File: config.mk
export PLATFORM = sky130hd
export DESIGN_NAME = add_acc_ctrl
export DESIGN_NICKNAME = d
export VERILOG_FILES = /design/src/rtl/add_acc_ctrl.sv
export SDC_FILE = /design/constraint.sdc
export NUM_CORES = 1
export LEC_CHECK = 0
export BUFFER_PORTS_ARGS = -buffer_cell sky130_fd_sc_hd__buf_4
export CAP_MARGIN = 20
export CORE_MARGIN = 3
export CORE_UTILIZATION = 50
export CTS_CLUSTER_SIZE = 30
export DETAILED_ROUTE_END_ITERATION = 8
export PLACE_DENSITY = 0.83
export SETUP_SLACK_MARGIN = 0.02
export SYNTH_ARGS = -nofsm -noshare
export SYNTH_HDL_FRONTEND = slang
export SYNTH_SLANG_ARGS = --single-unit
File: constraint.sdc
create_clock -name clk -period 4.1 [get_ports clk]
set_clock_uncertainty 0.15 [all_clocks]
set_input_delay 0.205 -clock clk [delete_from_list [all_inputs] [get_ports clk]]
set_output_delay 0.205 -clock clk [all_outputs]
set_load 0.05 [all_outputs]
File: src/rtl/add_acc_ctrl.sv
// Accumulation controller around add_wrapp: folds a word stream into one sum.
// Ports: in_data/in_rdy stream in, add_op_a/b/add_res adder loop, out_data/out_rdy result.
package add_acc_pkg;
  localparam int unsigned WORD_W = 16;
  localparam int unsigned TYPE_W = 2;

  typedef struct packed {
    logic [WORD_W-1:0] data_word;
    logic              data_val;
    logic [TYPE_W-1:0] data_type;
    logic              data_last;
  } pipe_data_t;

  typedef enum logic [1:0] {
    FMT_FXP,
    FMT_FP
  } arith_fmt_e;

  typedef struct packed {
    arith_fmt_e fmt;
    logic [7:0] width;
    logic [7:0] frac;
    logic       satur;
  } arith_cfg_t;

  localparam arith_cfg_t ADD_CFG_DEF = '{
    fmt:   FMT_FXP,
    width: 8'd16,
    frac:  8'd8,
    satur: 1'b1
  };
endpackage

module add_acc_ctrl
  import add_acc_pkg::*;
#(
  parameter arith_cfg_t  ADD_ARITH_CFG   = ADD_CFG_DEF,
  parameter int unsigned ADD_IN_CYC_LEN  = 1,
  parameter int unsigned ADD_OUT_CYC_LEN = 1
) (
  input  logic       clk,
  input  logic       rst,
  input  logic       clk_en,
  input  pipe_data_t in_data,
  output logic       in_rdy,
  output pipe_data_t add_op_a,
  output pipe_data_t add_op_b,
  input  pipe_data_t add_res,
  output pipe_data_t out_data,
  input  logic       out_rdy
);
  localparam int unsigned L  = ADD_IN_CYC_LEN + ADD_OUT_CYC_LEN;
  localparam int unsigned CW = $clog2(L + 1);

  typedef logic [CW-1:0] cnt_t;

  typedef enum logic [1:0] {
    ACC,
    DRAIN,
    WAIT1,
    EMIT
  } state_e;

  if (ADD_ARITH_CFG.width != 8'(WORD_W) || L < 1) begin : g_bad_cfg
    $error("add_acc_ctrl: bad adder configuration");
  end

  state_e              state_q, state_d;
  cnt_t                live_q, live_d;
  cnt_t                flush_q, flush_d;
  logic [WORD_W-1:0]   hold_q, hold_d;
  logic                hold_vld_q, hold_vld_d;
  logic [TYPE_W-1:0]   type_q, type_d;
  pipe_data_t          out_q, out_d;
  logic                r;
  logic                unused_res;

  // Results still in the adder from before reset must not be merged.
  assign r          = add_res.data_val && (flush_q == '0);
  assign unused_res = ^{add_res.data_type, add_res.data_last};
  assign out_data   = out_q;

  always_comb begin
    state_d    = state_q;
    live_d     = live_q;
    flush_d    = flush_q;
    hold_d     = hold_q;
    hold_vld_d = hold_vld_q;
    type_d     = type_q;
    out_d      = out_q;
    in_rdy     = 1'b0;
    add_op_a   = '0;
    add_op_b   = '0;
    if (flush_q != '0)
      flush_d = flush_q - cnt_t'(1);
    unique case (state_q)
      ACC: begin
        in_rdy = 1'b1;
        if (in_data.data_val) begin
          add_op_a.data_val  = 1'b1;
          add_op_a.data_type = in_data.data_type;
          if (r)
            add_op_a.data_word = add_res.data_word;
          add_op_b = in_data;
          if (!r)
            live_d = live_q + cnt_t'(1);
          if (live_q == '0)
            type_d = in_data.data_type;
          if (in_data.data_last)
            state_d = (L == 1) ? WAIT1 : DRAIN;
        end else if (r) begin
          // Keep a returning partial alive by adding zero to it.
          add_op_a.data_word = add_res.data_word;
          add_op_a.data_val  = 1'b1;
          add_op_a.data_type = type_q;
          add_op_b.data_val  = 1'b1;
          add_op_b.data_type = type_q;
        end
      end
      DRAIN: begin
        if (r) begin
          if (hold_vld_q) begin
            add_op_a.data_word = hold_q;
            add_op_a.data_val  = 1'b1;
            add_op_a.data_type = type_q;
            add_op_b.data_word = add_res.data_word;
            add_op_b.data_val  = 1'b1;
            add_op_b.data_type = type_q;
            hold_vld_d         = 1'b0;
            live_d             = live_q - cnt_t'(1);
          end else if (live_q > cnt_t'(1)) begin
            hold_d     = add_res.data_word;
            hold_vld_d = 1'b1;
          end else begin
            out_d = '{
              data_word: add_res.data_word,
              data_val:  1'b1,
              data_type: type_q,
              data_last: 1'b1
            };
            state_d = EMIT;
          end
        end
      end
      WAIT1: begin
        if (r) begin
          out_d = '{
            data_word: add_res.data_word,
            data_val:  1'b1,
            data_type: type_q,
            data_last: 1'b1
          };
          state_d = EMIT;
        end
      end
      EMIT: begin
        if (out_rdy) begin
          out_d.data_val = 1'b0;
          live_d         = '0;
          state_d        = ACC;
        end
      end
      default: state_d = ACC;
    endcase
  end

  always_ff @(posedge clk) begin
    if (rst) begin
      state_q    <= ACC;
      live_q     <= '0;
      flush_q    <= cnt_t'(L);
      hold_q     <= '0;
      hold_vld_q <= 1'b0;
      type_q     <= '0;
      out_q      <= '0;
    end else if (clk_en) begin
      state_q    <= state_d;
      live_q     <= live_d;
      flush_q    <= flush_d;
      hold_q     <= hold_d;
      hold_vld_q <= hold_vld_d;
      type_q     <= type_d;
      out_q      <= out_d;
    end
  end
endmodule

==> results.sh <==
export IMPL_antenna_found_initial=0
export IMPL_finalMaxSlewViolations=0
export IMPL_required_ns=3.74
export IMPL_final_common_cell="buf_4"
export IMPL_hold_class="in -> reg"
export IMPL_top_layer="met4"
export IMPL_nNetsFinal=403
export IMPL_setup_viol=0
export IMPL_preCtsSetupSlack_ns=1.40
export IMPL_fin_setup_tns_ns=0
export IMPL_core_area_mm2=0.00441
export IMPL_crit_chain="inv_1 > ha_1 > nand2_1 > nor2_2 > buf_4 > a22o_1 > buf_4"
export IMPL_ant_nets=0
export IMPL_crit_arrival_ns=2.39
export IMPL_routed_via_density=5.59
export IMPL_relSlewSlack_pct=31.4
export IMPL_grt_use_total_pct=22.7
export IMPL_synth_simple_area_share_pct=13.7
export IMPL_synth_fp_nets=317
export IMPL_htreeDepth=2
export IMPL_timing_fmax_mhz=364
export IMPL_rows=24
export IMPL_internal_power_w=0.000740
export IMPL_min_path_cells=3
export IMPL_wl_met3_um=595
export IMPL_die_w_um=73.9
export IMPL_post_drt_wl_per_cell_um=15.5
export IMPL_p_leak_nw=1.37
export IMPL_grt_overflow_total=0
export IMPL_timing_rr_end="hold_q[0]"
export IMPL_worst_slew_pin_slew_ns=1.03
export IMPL_synth_area_mm2=0.00230
export IMPL_holdPathEnd="type_q[0]"
export IMPL_ys_seq_area_share_pct=39.1
export IMPL_ys_ff_latch=45
export IMPL_wl_met2_um=3070
export IMPL_grt_pass1_vias=2119
export IMPL_io_pin_count=105
export IMPL_numCtsBuffers=5
export IMPL_dp_hpwl_um=4400
export IMPL_drt_wl_total_um=6250
export IMPL_setup_slack_ns=1.35
export IMPL_dr_pass1_iters=4
export IMPL_cap_violations=0
export IMPL_die_y_um=73.9
export IMPL_postSynthAreaPerCell_um2=8.69
export IMPL_grt_max_degree=49
export IMPL_met1Wirelength_um=2550
export IMPL_synth_fa_ha_area_share_pct=4.35
export IMPL_syn_inst=265
export IMPL_num_vias=2252
export IMPL_drcViolationCount=0
export IMPL_clockPowerShare_pct=28.8
export IMPL_cts_tree="yes"
export IMPL_drt_first_iter_violations=113
export IMPL_synth_top_family_by_area="compound AO/OA/AOI/OAI gates"
export IMPL_grt_pass1_wl_um=9740
export IMPL_clock_tree_buffer_depth=2
export IMPL_status="completed"
export IMPL_drive_gt1_share_pct=33.3
export IMPL_r2r_start="state_q[1]"
export IMPL_synth_cell_types=34
export IMPL_place_congestion=0.839
export IMPL_grt_setup_unrepaired="no"
export IMPL_synth_compound_area_share_pct=25.8
export IMPL_synthTopCellsByArea="dfxtp_1 39%, a22o_1 13%, mux2i_1 8.7%"
export IMPL_mostFrequentLayoutCells="104 x buf_4, 45 x dfxtp_1, 34 x a22o_1"
export IMPL_netSwitchingFraction_pct=32.8
export IMPL_postCtsHoldBufs=0
export IMPL_layout_min_cycle_time_ns=2.75
export IMPL_crit_top_cell="buf_4"
export IMPL_yosys_area_top_type="dfxtp_1"
export IMPL_start_util_pct=52.2
export IMPL_async_flop_share_pct=0
export IMPL_reg2regPathDepth=7
export IMPL_hp_start="in_data[1]"
export IMPL_seqPwrFrac_pct=41.3
export IMPL_powerDensity_mw_per_mm2=351
export IMPL_path_clk_slew_ns=0.08
export IMPL_p_switching_w=0.000361
export IMPL_synth_top_flop_cell="dfxtp_1"
export IMPL_cts_root_buf="clkbuf_8"
export IMPL_area_growth_pct=36.3
export IMPL_yosysWarnings=0
export IMPL_synth_edf_count=0
export IMPL_insertion_delay_ns=0.29
export IMPL_end_kind="output port"
export IMPL_ff2ff_setup_slack_ns=1.37
export IMPL_p_comb_share_pct=29.9
export IMPL_cts_setup_buffers=0
export IMPL_synth_xor_area_share_pct=0.380
export IMPL_vdd_drop_max_v=0.000272
export IMPL_cp_max_fo=22
export IMPL_startpoint_type="flop"
export IMPL_post_cts_resized=0
export IMPL_yosysTopAreaCellShare_pct=39.1
export IMPL_finalCritPeriodShare_pct=67.0
export IMPL_cts_sinks=45
export IMPL_timing_hold_ws_ns=0.00995
export IMPL_die_area_mm2=0.00545
export IMPL_finalHoldViolations=0
export IMPL_max_stage_delay_ns=0.41
export IMPL_path_buf_inv=3
export IMPL_n_antenna_cell=0
export IMPL_path_delay_family="buffers and inverters"
export IMPL_slowest_stage="nor2_2"
export IMPL_portBuffers=100
export IMPL_path_class="reg -> out"
export IMPL_synthMuxAreaShare_pct=9.67
## worst reg2reg max path: stages, from the launching register on
cell and delay (ns):
dfxtp_1 0.36, inv_1 0.09, ha_1 0.34, nand2_1 0.14
nor4b_2 0.86, buf_4 0.38, mux2i_1 0.24, nor2_1 0.05
## cell families after synthesis
kind of cell | Yosys count
buffers and inverters | 34
AO/OA/AOI/OAI | 87
multiplexers | 22
XOR/XNOR | 1
other | 1
flip-flops | 45
adder cells (fa/ha/maj) | 8
AND/OR/NAND/NOR | 67
## power groups by stage
stage	logic [W]	registers [W]	clock network [W]
after CTS	0.000330	0.000455	0.000324
after global placement	0.000325	0.000465	0
after floorplan	0.000220	0.000473	0
after global routing	0.000349	0.000457	0.000342
final	0.000329	0.000455	0.000317
after detailed placement	0.000329	0.000465	0
## Yosys cell counts (all sizes together) (2+ instances only)
cell,n
dfxtp,45
a22o,34
nor2,29
o21ai,24
a21oi,22
mux2i,20
nand3,19
clkbuf,17
inv,9
buf,8
ha,8
nand2,4
nand2b,3
and3,2
mux2,2
nor2b,2
o21a,2
or3,2
## sequential cells by signal, indices dropped and copies added (netlist names)
name        flops
flush_q         2
hold_q         16
hold_vld_q      1
live_q          2
out_data       20
state_q         2
type_q          2
## per-stage QoR
step	total power, W	instance area (µm²)	std cells	util [%]
3_3_place_gp	0.000790	3030	396	68.7
2_1_floorplan	0.000693	2300	265	-
4_1_cts	0.00111	3140	403	71.1
6_report	0.00110	3140	403	71.1
3_5_place_dp	0.000795	3030	396	68.7
5_1_grt	0.00115	3140	403	71.1
## worst max path at each step
stage                   endpoint  depth (start not counted)  slack, ns        from
floorplan            add_op_b[1]                          6       1.46  state_q[0]
global placement      hold_q[15]                          7       1.50  state_q[1]
detailed placement     hold_q[0]                          7       1.40  state_q[1]
CTS                 add_op_a[10]                          7       1.36  state_q[1]
global route           hold_q[0]                          7       1.12  state_q[1]
finish              add_op_a[10]                          7       1.35  state_q[1]
## per-layer routing
layer	global-route usage, %	vias to the layer above
li1	-	1118
met2	40.1	91
met5	0	-
met3	6.57	4
met1	27.5	1039
met4	4.23	0
## layout make-up
type                            instances  area (µm²)
Clock buffer                            5        68.8
Multi-Input combinational cell        186        1250
Clock inverter                          2        35.0
Sequential cell                        45         901
Inverter                                9        33.8
Tap cell                               52        65.1
Timing Repair Buffer                  104         781
Fill cell                             371        1280
(Power assumes the default switching activity.)
